**src/rtl/cpu_trace_emitter_pkg.sv**
```systemverilog
// Shared ASCII constants, emitter state encoding and the nibble-to-hex-character helper.
// Pure declarations: no latency or backpressure of its own.
package trace_pkg;

    localparam logic [7:0] CH_CARET  = 8'h5e;
    localparam logic [7:0] CH_AT     = 8'h40;
    localparam logic [7:0] CH_COLON  = 8'h3a;
    localparam logic [7:0] CH_DOLLAR = 8'h24;
    localparam logic [7:0] CH_STAR   = 8'h2a;
    localparam logic [7:0] CH_SP     = 8'h20;
    localparam logic [7:0] CH_LT     = 8'h3c;
    localparam logic [7:0] CH_EQ     = 8'h3d;
    localparam logic [7:0] CH_HASH   = 8'h23;
    localparam logic [7:0] CH_ZERO   = 8'h30;

    localparam logic [3:0] ST_IDLE   = 4'd0;
    localparam logic [3:0] ST_CARET  = 4'd1;
    localparam logic [3:0] ST_TIME   = 4'd2;
    localparam logic [3:0] ST_AT     = 4'd3;
    localparam logic [3:0] ST_PC     = 4'd4;
    localparam logic [3:0] ST_COLON  = 4'd5;
    localparam logic [3:0] ST_SIGIL  = 4'd6;
    localparam logic [3:0] ST_TARGET = 4'd7;
    localparam logic [3:0] ST_SP1    = 4'd8;
    localparam logic [3:0] ST_LT     = 4'd9;
    localparam logic [3:0] ST_EQ     = 4'd10;
    localparam logic [3:0] ST_SP2    = 4'd11;
    localparam logic [3:0] ST_DATA   = 4'd12;
    localparam logic [3:0] ST_HASH   = 4'd13;

    // 'a' is 8'h61, so 8'h57 + 10 lands on it.
    function automatic logic [7:0] hex2ascii(input logic [3:0] nib);
        return (nib < 4'd10) ? (8'h30 + {4'h0, nib}) : (8'h57 + {4'h0, nib});
    endfunction

endpackage

```
**src/rtl/cpu_trace_emitter_if.sv**
```systemverilog
// Event-in / character-out bundle of the trace emitter; master drives events, slave is the emitter.
// Character side is valid/ready; a start is only honoured while busy_o is low.
interface cpu_trace_emitter_if;
    logic        start_i;
    logic        kind_i;
    logic [13:0] time_i;
    logic [31:0] pc_i;
    logic [31:0] target_i;
    logic [31:0] data_i;
    logic        char_ready_i;
    logic        char_valid_o;
    logic [7:0]  char_o;
    logic        busy_o;
    logic        done_o;

    modport master (
        output start_i, kind_i, time_i, pc_i, target_i, data_i, char_ready_i,
        input  char_valid_o, char_o, busy_o, done_o
    );

    modport slave (
        input  start_i, kind_i, time_i, pc_i, target_i, data_i, char_ready_i,
        output char_valid_o, char_o, busy_o, done_o
    );
endinterface

```
**src/rtl/cpu_trace_emitter_bin2bcd.sv**
```systemverilog
// Combinational double-dabble: 14-bit binary to four BCD digits (inputs above 9999 lose the top digit).
// Zero latency, no handshake.
module bin2bcd (
    input  logic [13:0] bin_i,
    output logic [15:0] bcd_o
);
    logic [15:0] acc;

    always_comb begin
        acc = '0;
        for (int i = 13; i >= 0; i--) begin
            for (int d = 0; d < 4; d++) begin
                if (acc[4*d +: 4] >= 4'd5) begin
                    acc[4*d +: 4] = acc[4*d +: 4] + 4'd3;
                end
            end
            acc = {acc[14:0], bin_i[i]};
        end
        bcd_o = acc;
    end
endmodule

```
**src/rtl/cpu_trace_emitter.sv**
```systemverilog
// Serialises one write-back event into a "^time@pc:$reg <= data#" / "^time@pc:*addr <= data#" line.
// First char valid the cycle after start; one char per valid&ready cycle, outputs hold while ready is low.
module cpu_trace_emitter
    import trace_pkg::*;
#(
    parameter int unsigned TIME_MAX = 9999
) (
    input logic clk,
    input logic reset,
    cpu_trace_emitter_if.slave t
);
    localparam logic [13:0] TMAX = 14'(TIME_MAX);

    logic [3:0]  state_q, state_d;
    logic        kind_q, kind_d;
    logic [13:0] time_q, time_d;
    logic [31:0] pc_q, pc_d, target_q, target_d, data_q, data_d;
    logic [2:0]  idx_q, idx_d;
    logic [1:0]  didx_q, didx_d;
    logic [15:0] time_bcd, tgt_bcd;
    logic [1:0]  time_msd, tgt_msd;
    logic [3:0]  time_dig, tgt_dig;
    logic [7:0]  ch;
    logic        adv;

    bin2bcd u_time_bcd (.bin_i(time_q), .bcd_o(time_bcd));
    bin2bcd u_tgt_bcd  (.bin_i({9'd0, target_q[4:0]}), .bcd_o(tgt_bcd));

    assign adv      = (state_q != ST_IDLE) && t.char_ready_i;
    assign time_msd = (time_bcd[15:12] != 4'd0) ? 2'd3 :
                      (time_bcd[11:8]  != 4'd0) ? 2'd2 :
                      (time_bcd[7:4]   != 4'd0) ? 2'd1 : 2'd0;
    assign tgt_msd  = (tgt_bcd[15:4] != 12'd0) ? 2'd1 : 2'd0;
    assign time_dig = time_bcd[{didx_q, 2'b00} +: 4];
    assign tgt_dig  = tgt_bcd[{didx_q, 2'b00} +: 4];

    // Hex fields count idx_q down from 7 and wrap back to 7, so it is ready for the next field.
    always_comb begin
        state_d  = state_q;
        kind_d   = kind_q;
        time_d   = time_q;
        pc_d     = pc_q;
        target_d = target_q;
        data_d   = data_q;
        idx_d    = idx_q;
        didx_d   = didx_q;
        ch       = 8'h00;
        case (state_q)
            ST_IDLE: if (t.start_i) begin
                state_d  = ST_CARET;
                kind_d   = t.kind_i;
                time_d   = (t.time_i > TMAX) ? TMAX : t.time_i;
                pc_d     = t.pc_i;
                target_d = t.target_i;
                data_d   = t.data_i;
            end
            ST_CARET: begin
                ch = CH_CARET;
                if (adv) begin state_d = ST_TIME; didx_d = time_msd; end
            end
            ST_TIME: begin
                ch = CH_ZERO + {4'h0, time_dig};
                if (adv) begin
                    if (didx_q == 2'd0) state_d = ST_AT;
                    else                didx_d  = didx_q - 2'd1;
                end
            end
            ST_AT:    begin ch = CH_AT;    if (adv) state_d = ST_PC;    end
            ST_PC: begin
                ch = hex2ascii(pc_q[{idx_q, 2'b00} +: 4]);
                if (adv) begin
                    idx_d = idx_q - 3'd1;
                    if (idx_q == 3'd0) state_d = ST_COLON;
                end
            end
            ST_COLON: begin ch = CH_COLON; if (adv) state_d = ST_SIGIL; end
            ST_SIGIL: begin
                ch = kind_q ? CH_STAR : CH_DOLLAR;
                if (adv) begin state_d = ST_TARGET; didx_d = tgt_msd; end
            end
            ST_TARGET: begin
                if (kind_q) begin
                    ch = hex2ascii(target_q[{idx_q, 2'b00} +: 4]);
                    if (adv) begin
                        idx_d = idx_q - 3'd1;
                        if (idx_q == 3'd0) state_d = ST_SP1;
                    end
                end else begin
                    ch = CH_ZERO + {4'h0, tgt_dig};
                    if (adv) begin
                        if (didx_q == 2'd0) state_d = ST_SP1;
                        else                didx_d  = didx_q - 2'd1;
                    end
                end
            end
            ST_SP1:   begin ch = CH_SP;    if (adv) state_d = ST_LT;    end
            ST_LT:    begin ch = CH_LT;    if (adv) state_d = ST_EQ;    end
            ST_EQ:    begin ch = CH_EQ;    if (adv) state_d = ST_SP2;   end
            ST_SP2:   begin ch = CH_SP;    if (adv) state_d = ST_DATA;  end
            ST_DATA: begin
                ch = hex2ascii(data_q[{idx_q, 2'b00} +: 4]);
                if (adv) begin
                    idx_d = idx_q - 3'd1;
                    if (idx_q == 3'd0) state_d = ST_HASH;
                end
            end
            ST_HASH:  begin ch = CH_HASH;  if (adv) state_d = ST_IDLE;  end
            default:  state_d = ST_IDLE;
        endcase
    end

    always_ff @(posedge clk or posedge reset) begin
        if (reset) begin
            state_q  <= ST_IDLE;
            kind_q   <= 1'b0;
            time_q   <= '0;
            pc_q     <= '0;
            target_q <= '0;
            data_q   <= '0;
            idx_q    <= 3'd7;
            didx_q   <= 2'd0;
        end else begin
            state_q  <= state_d;
            kind_q   <= kind_d;
            time_q   <= time_d;
            pc_q     <= pc_d;
            target_q <= target_d;
            data_q   <= data_d;
            idx_q    <= idx_d;
            didx_q   <= didx_d;
        end
    end

    assign t.char_valid_o = (state_q != ST_IDLE);
    assign t.busy_o       = (state_q != ST_IDLE);
    assign t.char_o       = ch;
    assign t.done_o       = (state_q == ST_HASH) && t.char_ready_i;
endmodule

```
**src/flat_wrapper.sv**
```systemverilog
// flat-port wrapper written by rule: the top's interface ports become plain ports
module cpu_trace_emitter_flat import trace_pkg::*;
#(
    parameter int unsigned TIME_MAX = 9999
)
  (clk, reset, t_start_i, t_kind_i, t_time_i, t_pc_i, t_target_i, t_data_i, t_char_ready_i, t_char_valid_o, t_char_o, t_busy_o, t_done_o);
  cpu_trace_emitter_if t_i ();
  input logic clk;
  input logic reset;
  input wire logic [$bits(t_i.start_i)-1:0] t_start_i;
  input wire logic [$bits(t_i.kind_i)-1:0] t_kind_i;
  input wire logic [$bits(t_i.time_i)-1:0] t_time_i;
  input wire logic [$bits(t_i.pc_i)-1:0] t_pc_i;
  input wire logic [$bits(t_i.target_i)-1:0] t_target_i;
  input wire logic [$bits(t_i.data_i)-1:0] t_data_i;
  input wire logic [$bits(t_i.char_ready_i)-1:0] t_char_ready_i;
  output wire logic [$bits(t_i.char_valid_o)-1:0] t_char_valid_o;
  output wire logic [$bits(t_i.char_o)-1:0] t_char_o;
  output wire logic [$bits(t_i.busy_o)-1:0] t_busy_o;
  output wire logic [$bits(t_i.done_o)-1:0] t_done_o;
  assign t_i.start_i = t_start_i;
  assign t_i.kind_i = t_kind_i;
  assign t_i.time_i = t_time_i;
  assign t_i.pc_i = t_pc_i;
  assign t_i.target_i = t_target_i;
  assign t_i.data_i = t_data_i;
  assign t_i.char_ready_i = t_char_ready_i;
  assign t_char_valid_o = t_i.char_valid_o;
  assign t_char_o = t_i.char_o;
  assign t_busy_o = t_i.busy_o;
  assign t_done_o = t_i.done_o;
  cpu_trace_emitter #(.TIME_MAX(TIME_MAX)) u_core (.clk(clk), .reset(reset), .t(t_i));
endmodule
```
**config.mk**
```make
export PLATFORM = sky130hd
export DESIGN_NAME = cpu_trace_emitter_flat
export DESIGN_NICKNAME = d
export VERILOG_FILES = /design/src/rtl/cpu_trace_emitter_pkg.sv /design/src/rtl/cpu_trace_emitter_if.sv /design/src/rtl/cpu_trace_emitter_bin2bcd.sv /design/src/rtl/cpu_trace_emitter.sv /design/src/flat_wrapper.sv
export SDC_FILE = /design/constraint.sdc
export NUM_CORES = 1
export LEC_CHECK = 0
export ABC_AREA = 1
export BUFFER_PORTS_ARGS = -buffer_cell sky130_fd_sc_hd__buf_2
export CAP_MARGIN = 25
export CORE_ASPECT_RATIO = 0.8
export CORE_UTILIZATION = 24
export CTS_CLUSTER_DIAMETER = 50
export DETAILED_ROUTE_END_ITERATION = 16
export GPL_ROUTABILITY_DRIVEN = 1
export SYNTH_ARGS = -nofsm -noshare
export SYNTH_HDL_FRONTEND = slang
export SYNTH_HIERARCHICAL = 1
export SYNTH_SLANG_ARGS = --single-unit
```
**constraint.sdc**
```tcl
create_clock -name clk -period 9.6 [get_ports clk]
set_input_delay 0.96 -clock clk [delete_from_list [all_inputs] [get_ports clk]]
set_output_delay 0.96 -clock clk [all_outputs]
set_load 0.01 [all_outputs]
```
==> impl_metrics.env, run 1 <==
export IMPL_cts_tree="done"
export IMPL_period_needed_ns=8.935
export IMPL_ys_flop_type="dfrtp_1"
export IMPL_synth_distinct_cells=49
export IMPL_synth_seq_cells=120
export IMPL_routed_via_density=4.398
export IMPL_yosys_warnings=6
export IMPL_layout_commonest_cell="nand2_1"
export IMPL_cts_made_buffers=17
export IMPL_final_setup_viol_count=0
export IMPL_grt_max_degree=110
export IMPL_hold_path_class="reg2reg"
export IMPL_netlist_area_um2=11910
export IMPL_seq_area_frac_synth_pct=25.25
export IMPL_place_inst=2618
export IMPL_pre_cts_slack_ns=0.7438
export IMPL_wl_per_cell_um=11.56
export IMPL_antenna_found_initial=1
export IMPL_hpwl_um=23540
export IMPL_drt_initial_drc_count=710
export IMPL_grt_pass1_vias=10343
export IMPL_cts_sinks=120
export IMPL_setup_ws_ns=0.6648
export IMPL_final_cells=2658
export IMPL_tns_ns=0
export IMPL_cp_arrival_ns=7.98
export IMPL_numPortBuffers=124
export IMPL_worstMarginPinSlew_ns=0.8655
export IMPL_hold_viol_final=0
export IMPL_drt_pass1_iterations=6
export IMPL_grt_busiest_layer="met1"
export IMPL_fmax_mhz=111.9
export IMPL_async_flop_share_pct=100.0
export IMPL_slew_viol_final=0
export IMPL_clock_latency_ns=0.43
export IMPL_synth_edf_count=0
export IMPL_die_w_um=251.0
export IMPL_fin_crit_sh_pct=93.07
export IMPL_start_util_pct=24.48
export IMPL_hold_buffers=0
export IMPL_ant_nets=0
export IMPL_dieArea_um2=50510
export IMPL_drc_errors=0
export IMPL_io_pins=126
export IMPL_gp_congestion=0.8849
export IMPL_coreArea_um2=48650
export IMPL_status="finished clean"
export IMPL_track_usage_pct=12.03
export IMPL_clk_pin_slew_worst_paths_ns=0.06
export IMPL_cpMostUsedCell="nand2_2"
export IMPL_use_met3_pct=2.367
export IMPL_maxSlewHeadroom_pct=42.30
export IMPL_n_antenna_cell=0
export IMPL_start_kind="flop"
export IMPL_grt_use_met2_pct=16.91
export IMPL_wl_um=30720
export IMPL_clockBufferDepth=2
export IMPL_critical_path_required_ns=8.64
export IMPL_critPathSlowestCell="dfrtp_1"
export IMPL_grt_use_met1_pct=18.77
export IMPL_htree_levels=4
export IMPL_row_count=72
export IMPL_layout_drive_gt1_share_pct=22.77
export IMPL_crit_type="reg2out"
export IMPL_vias=11689
export IMPL_grt_pass1_wl_um=50550
export IMPL_postSynthAreaPerCell_um2=6.333
export IMPL_final_util_pct=28.87
export IMPL_cap_violations=0
export IMPL_cts_root_buf="clkbuf_16"
export IMPL_layout_cells_most_common_list="612 x nand2_1, 246 x inv_1, 189 x nand3_1"
export IMPL_area_growth_pct=17.94
export IMPL_syn_inst=1880
export IMPL_cpPeakStageDelay_ns=0.41
export IMPL_finClkSkew_ns=0.01261
export IMPL_nets=2179
export IMPL_setup_worst_path_end_class="primary output"
export IMPL_overflow=0
export IMPL_worstPathMaxFanout=6
export IMPL_die_h_um=201.2
[sequential cells by signal, summed over array words and instances, names as in the netlist]
name	count
u_core/data_q	32
u_core/state_q	4
u_core/didx_q	2
u_core/time_q	14
u_core/idx_q	3
u_core/pc_q	32
u_core/kind_q	1
u_core/target_q	32
[per-stage QoR]
step,instance area (um^2),hold slack [ns]
2_1_floorplan,12010,0.4436
3_3_place_gp,13150,0.4654
3_5_place_dp,13150,0.4684
4_1_cts,13760,0.4812
5_1_grt,14040,0.5031
6_report,14040,0.4837
[synthesized netlist by cell type (2+ instances only)]
cell type	number	area, um^2
nor2_2	4	25.02
a21oi_1	21	105.1
a2bb2oi_1	6	52.55
buf_2	18	90.09
inv_1	255	957.2
nand4_1	38	237.7
and2_1	2	12.51
nand3b_1	8	60.06
nand2_1	637	2391
buf_6	8	90.09
o211ai_1	15	112.6
inv_2	36	135.1
nor4_1	3	18.77
a31o_2	2	17.52
o21ai_2	8	70.07
a21o_1	2	15.01
dfrtp_1	117	2928
a21boi_2	2	22.52
nor2_1	56	210.2
xnor2_2	2	32.53
o2111ai_1	4	35.03
dfstp_2	3	78.83
xnor2_1	2	17.52
clkbuf_1	9	33.78
nand3_1	195	975.9
buf_4	14	105.1
xor2_1	20	175.2
o21ai_1	73	365.4
nand3_2	33	330.3
o21ai_4	4	65.06
ha_1	46	575.6
nor3_1	4	20.02
and2_4	4	35.03
o22ai_1	4	25.02
nand2_4	22	247.7
a22o_1	3	26.28
o21bai_1	2	15.01
o21ai_0	65	325.3
nand3_4	2	35.03
nor3b_1	2	15.01
nand2_2	115	719.4
or2_1	6	37.54
a31oi_1	2	12.51
[final cells by class]
class                   count  area [um^2]
clock buffers              23        488.0
clock inverters             7        117.6
fillers                  5383        34600
inverters                 292         1104
multi-input cells        1447         7796
flip-flops and latches    120         3007
well taps                 629        787.0
repair buffers            140        743.2
[cells by family after synthesis]
| logic type | Yosys count | synth area share (%) |
|---|---|---|
| xor+xnor | 24 | 1.892 |
| buf+inv | 341 | 11.89 |
| flops | 120 | 25.25 |
| other cells | 1 | 0.03150 |
| compound gates | 216 | 10.90 |
| simple gates | 1132 | 45.21 |
| fa+ha+maj | 46 | 4.834 |
[worst max-delay path: cells and delay by family (launching register included)]
kind / cells / cell delay (ns)
AO/OA/AOI/OAI: 5 / 0.66
XOR/XNOR: 2 / 0.40
buffers and inverters: 15 / 1.13
adder cells (fa/ha/maj): 7 / 1.26
AND/OR/NAND/NOR: 36 / 3.71
flip-flops: 1 / 0.41
[final timing paths]
check                                   startpoint             endpoint  slack (ns)  cells past startpoint
worst max-delay path             u_core/time_q[12]          t_char_o[1]        0.66                     65
worst min-delay path            u_core/target_q[8]   u_core/target_q[8]        0.48                      2
worst max register to register   u_core/time_q[12]     u_core/didx_q[0]        1.97                     66
worst min register to register  u_core/target_q[8]   u_core/target_q[8]        0.48                      2
max in group asynchronous                    reset    u_core/time_q[10]        7.59                      3
min in group asynchronous                    reset  u_core/target_q[13]        0.64                      2
[layer usage]
metal  vias to the layer above  wire length [um]
met5                         -                 0
met4                         0               164
met3                        13              1709
met2                       211             12320
met1                      5224             16530
li1                       6241                 -
[repair_timing]
item | in CTS | in global routing
resized for setup | 0 | 68
buffers inserted | 0 | 10
endpoints found under the setup margin | 0 | 4
Power of run 1 is not shown: default switching activity piles up to over one toggle a cycle in this logic, so the estimate is an artifact.
==> run 2, diff against run 1 <==
Settings changed: CORE_UTILIZATION 24 to 45.
==> impl_metrics.env, run 2 (synthesis gave the netlist of run 1 again) <==
export IMPL_critPathSlowestCell="dfrtp_1"
export IMPL_cpMostUsedCell="nand2_2"
export IMPL_wl_um=28640
export IMPL_reg_top3="u_core/data_q: 32 flops, u_core/pc_q: 32 flops, u_core/target_q: 32 flops"
export IMPL_track_usage_pct=21.34
export IMPL_startpoint="u_core/time_q[12]"
export IMPL_fin_crit_sh_pct=93.77
export IMPL_route_met3_wl_um=1207
export IMPL_antenna_found_initial=0
export IMPL_worstPathMaxFanout=5
export IMPL_drt_initial_drc_count=805
export IMPL_layout_cells_most_common_list="616 x nand2_1, 250 x inv_1, 192 x nand3_1"
export IMPL_area_growth_pct=14.81
export IMPL_clockBufferDepth=2
export IMPL_start_kind="flop"
export IMPL_rr_worst_depth=67
export IMPL_period_needed_ns=9.002
export IMPL_finClkSkew_ns=0.01301
export IMPL_routed_via_density=4.931
export IMPL_htree_levels=4
export IMPL_crit_type="reg2out"
export IMPL_grt_pass1_vias=10697
export IMPL_clk_pin_slew_worst_paths_ns=0.06
export IMPL_cts_sinks=120
export IMPL_critical_path_required_ns=8.64
export IMPL_wl_per_cell_um=12.01
export IMPL_r2r_slack_ns=1.99
export IMPL_fmax_mhz=111.1
export IMPL_drc_errors=0
export IMPL_cp_arrival_ns=8.04
export IMPL_ant_nets=0
export IMPL_n_antenna_cell=0
export IMPL_hpwl_um=21490
export IMPL_maxSlewHeadroom_pct=32.09
export IMPL_status="finished clean"
export IMPL_setup_worst_path_end_class="primary output"
export IMPL_cts_root_buf="clkbuf_16"
export IMPL_clock_latency_ns=0.43
export IMPL_gp_congestion=0.8690
export IMPL_drt_pass1_iterations=5
export IMPL_overflow=0
export IMPL_grt_max_degree=107
export IMPL_cts_made_buffers=17
export IMPL_hold_viol_final=0
export IMPL_cts_tree="done"
export IMPL_final_setup_viol_count=0
export IMPL_worstSetupPathDepth=68
export IMPL_io_pins=126
export IMPL_hold_buffers=0
export IMPL_dieArea_um2=27120
export IMPL_r2r_start="u_core/time_q[12]"
export IMPL_stdcell_area_um2=13670
export IMPL_cpPeakStageDelay_ns=0.41
export IMPL_coreArea_um2=25630
export IMPL_start_util_pct=46.45
export IMPL_worstMarginPinSlew_ns=1.019
export IMPL_r2r_end="u_core/didx_q[0]"
export IMPL_crit_family="simple AND/OR/NAND/NOR gates"
export IMPL_critPathCapture="t_char_o[0]"
export IMPL_die_h_um=147.5
export IMPL_die_w_um=183.9
export IMPL_layout_commonest_cell="nand2_1"
export IMPL_vias=11755
export IMPL_wl_met2_um=11880
export IMPL_grt_pass1_wl_um=47960
export IMPL_routed_top_layer="met4"
export IMPL_dpl_cell_area_um2=12780
export IMPL_layout_drive_gt1_share_pct=22.18
export IMPL_wirelength_met1_um=15370
export IMPL_numPortBuffers=124
export IMPL_hold_path_class="reg2reg"
export IMPL_nets=2181
export IMPL_cap_violations=0
export IMPL_path_buf_inv=15
export IMPL_row_count=52
export IMPL_slew_viol_final=0
-- run 2: cell types whose count changed in the layout (fill, tap and decap cells not counted), sizes merged --
cell	change
buf	+2
clkbuf	-5
clkinv	+3
clkinvlp	+2
inv	+2
-- run 2: worst min-delay path by stage --
| stage | cells after the start | end | startpoint | slack (ns) |
|---|---|---|---|---|
| after detailed placement | 2 | u_core/data_q[0] | u_core/data_q[0] | 0.46 |
| after global routing | 2 | u_core/data_q[24] | u_core/data_q[24] | 0.50 |
| final | 2 | u_core/pc_q[3] | u_core/pc_q[3] | 0.48 |
| after global placement | 2 | u_core/pc_q[0] | u_core/pc_q[0] | 0.46 |
| after floorplan | 2 | u_core/pc_q[0] | u_core/pc_q[0] | 0.44 |
| after CTS | 2 | u_core/target_q[8] | u_core/target_q[8] | 0.48 |
-- run 2: layout make-up --
cell class,count,area (um^2)
Inverter,292,1101
Multi-Input combinational cell,1447,7735
Fill cell,2632,11970
Sequential cell,120,3007
Clock buffer,18,439.2
Timing Repair Buffer,142,775.7
Clock inverter,14,172.7
Tap cell,351,439.2
-- run 2: tightest hold or removal path: stages, from the launching register on --
cell and delay [ns]:
dfrtp_1 0.34, nand2_1 0.05, nand2_1 0.06
-- run 2: per-stage QoR --
step	worst slack (ns)	hold WS (ns)	instances	utilization [%]	TNS, ns
detailed placement	0.6811	0.4622	2337	49.85	0
global placement	1.052	0.4577	2337	49.85	0
global route	-0.1292	0.4989	2384	53.32	-0.3406
CTS	0.1874	0.4801	2369	52.24	0
finish	0.5977	0.4814	2384	53.32	0
floorplan	1.638	0.4436	1908	-	0
-- run 2: timing repair --
item | in CTS | in global routing
setup buffers | 0 | 14
endpoints found under the setup margin | 0 | 4
resized for setup | 0 | 45
-- run 2: metal layers --
metal	vias to the layer above	GRT usage [%]
li1	6250	-
met1	5273	31.75
met2	219	32.25
met3	13	3.745
met4	0	3.917
met5	-	0
Power of run 2 is left out for the same reason.
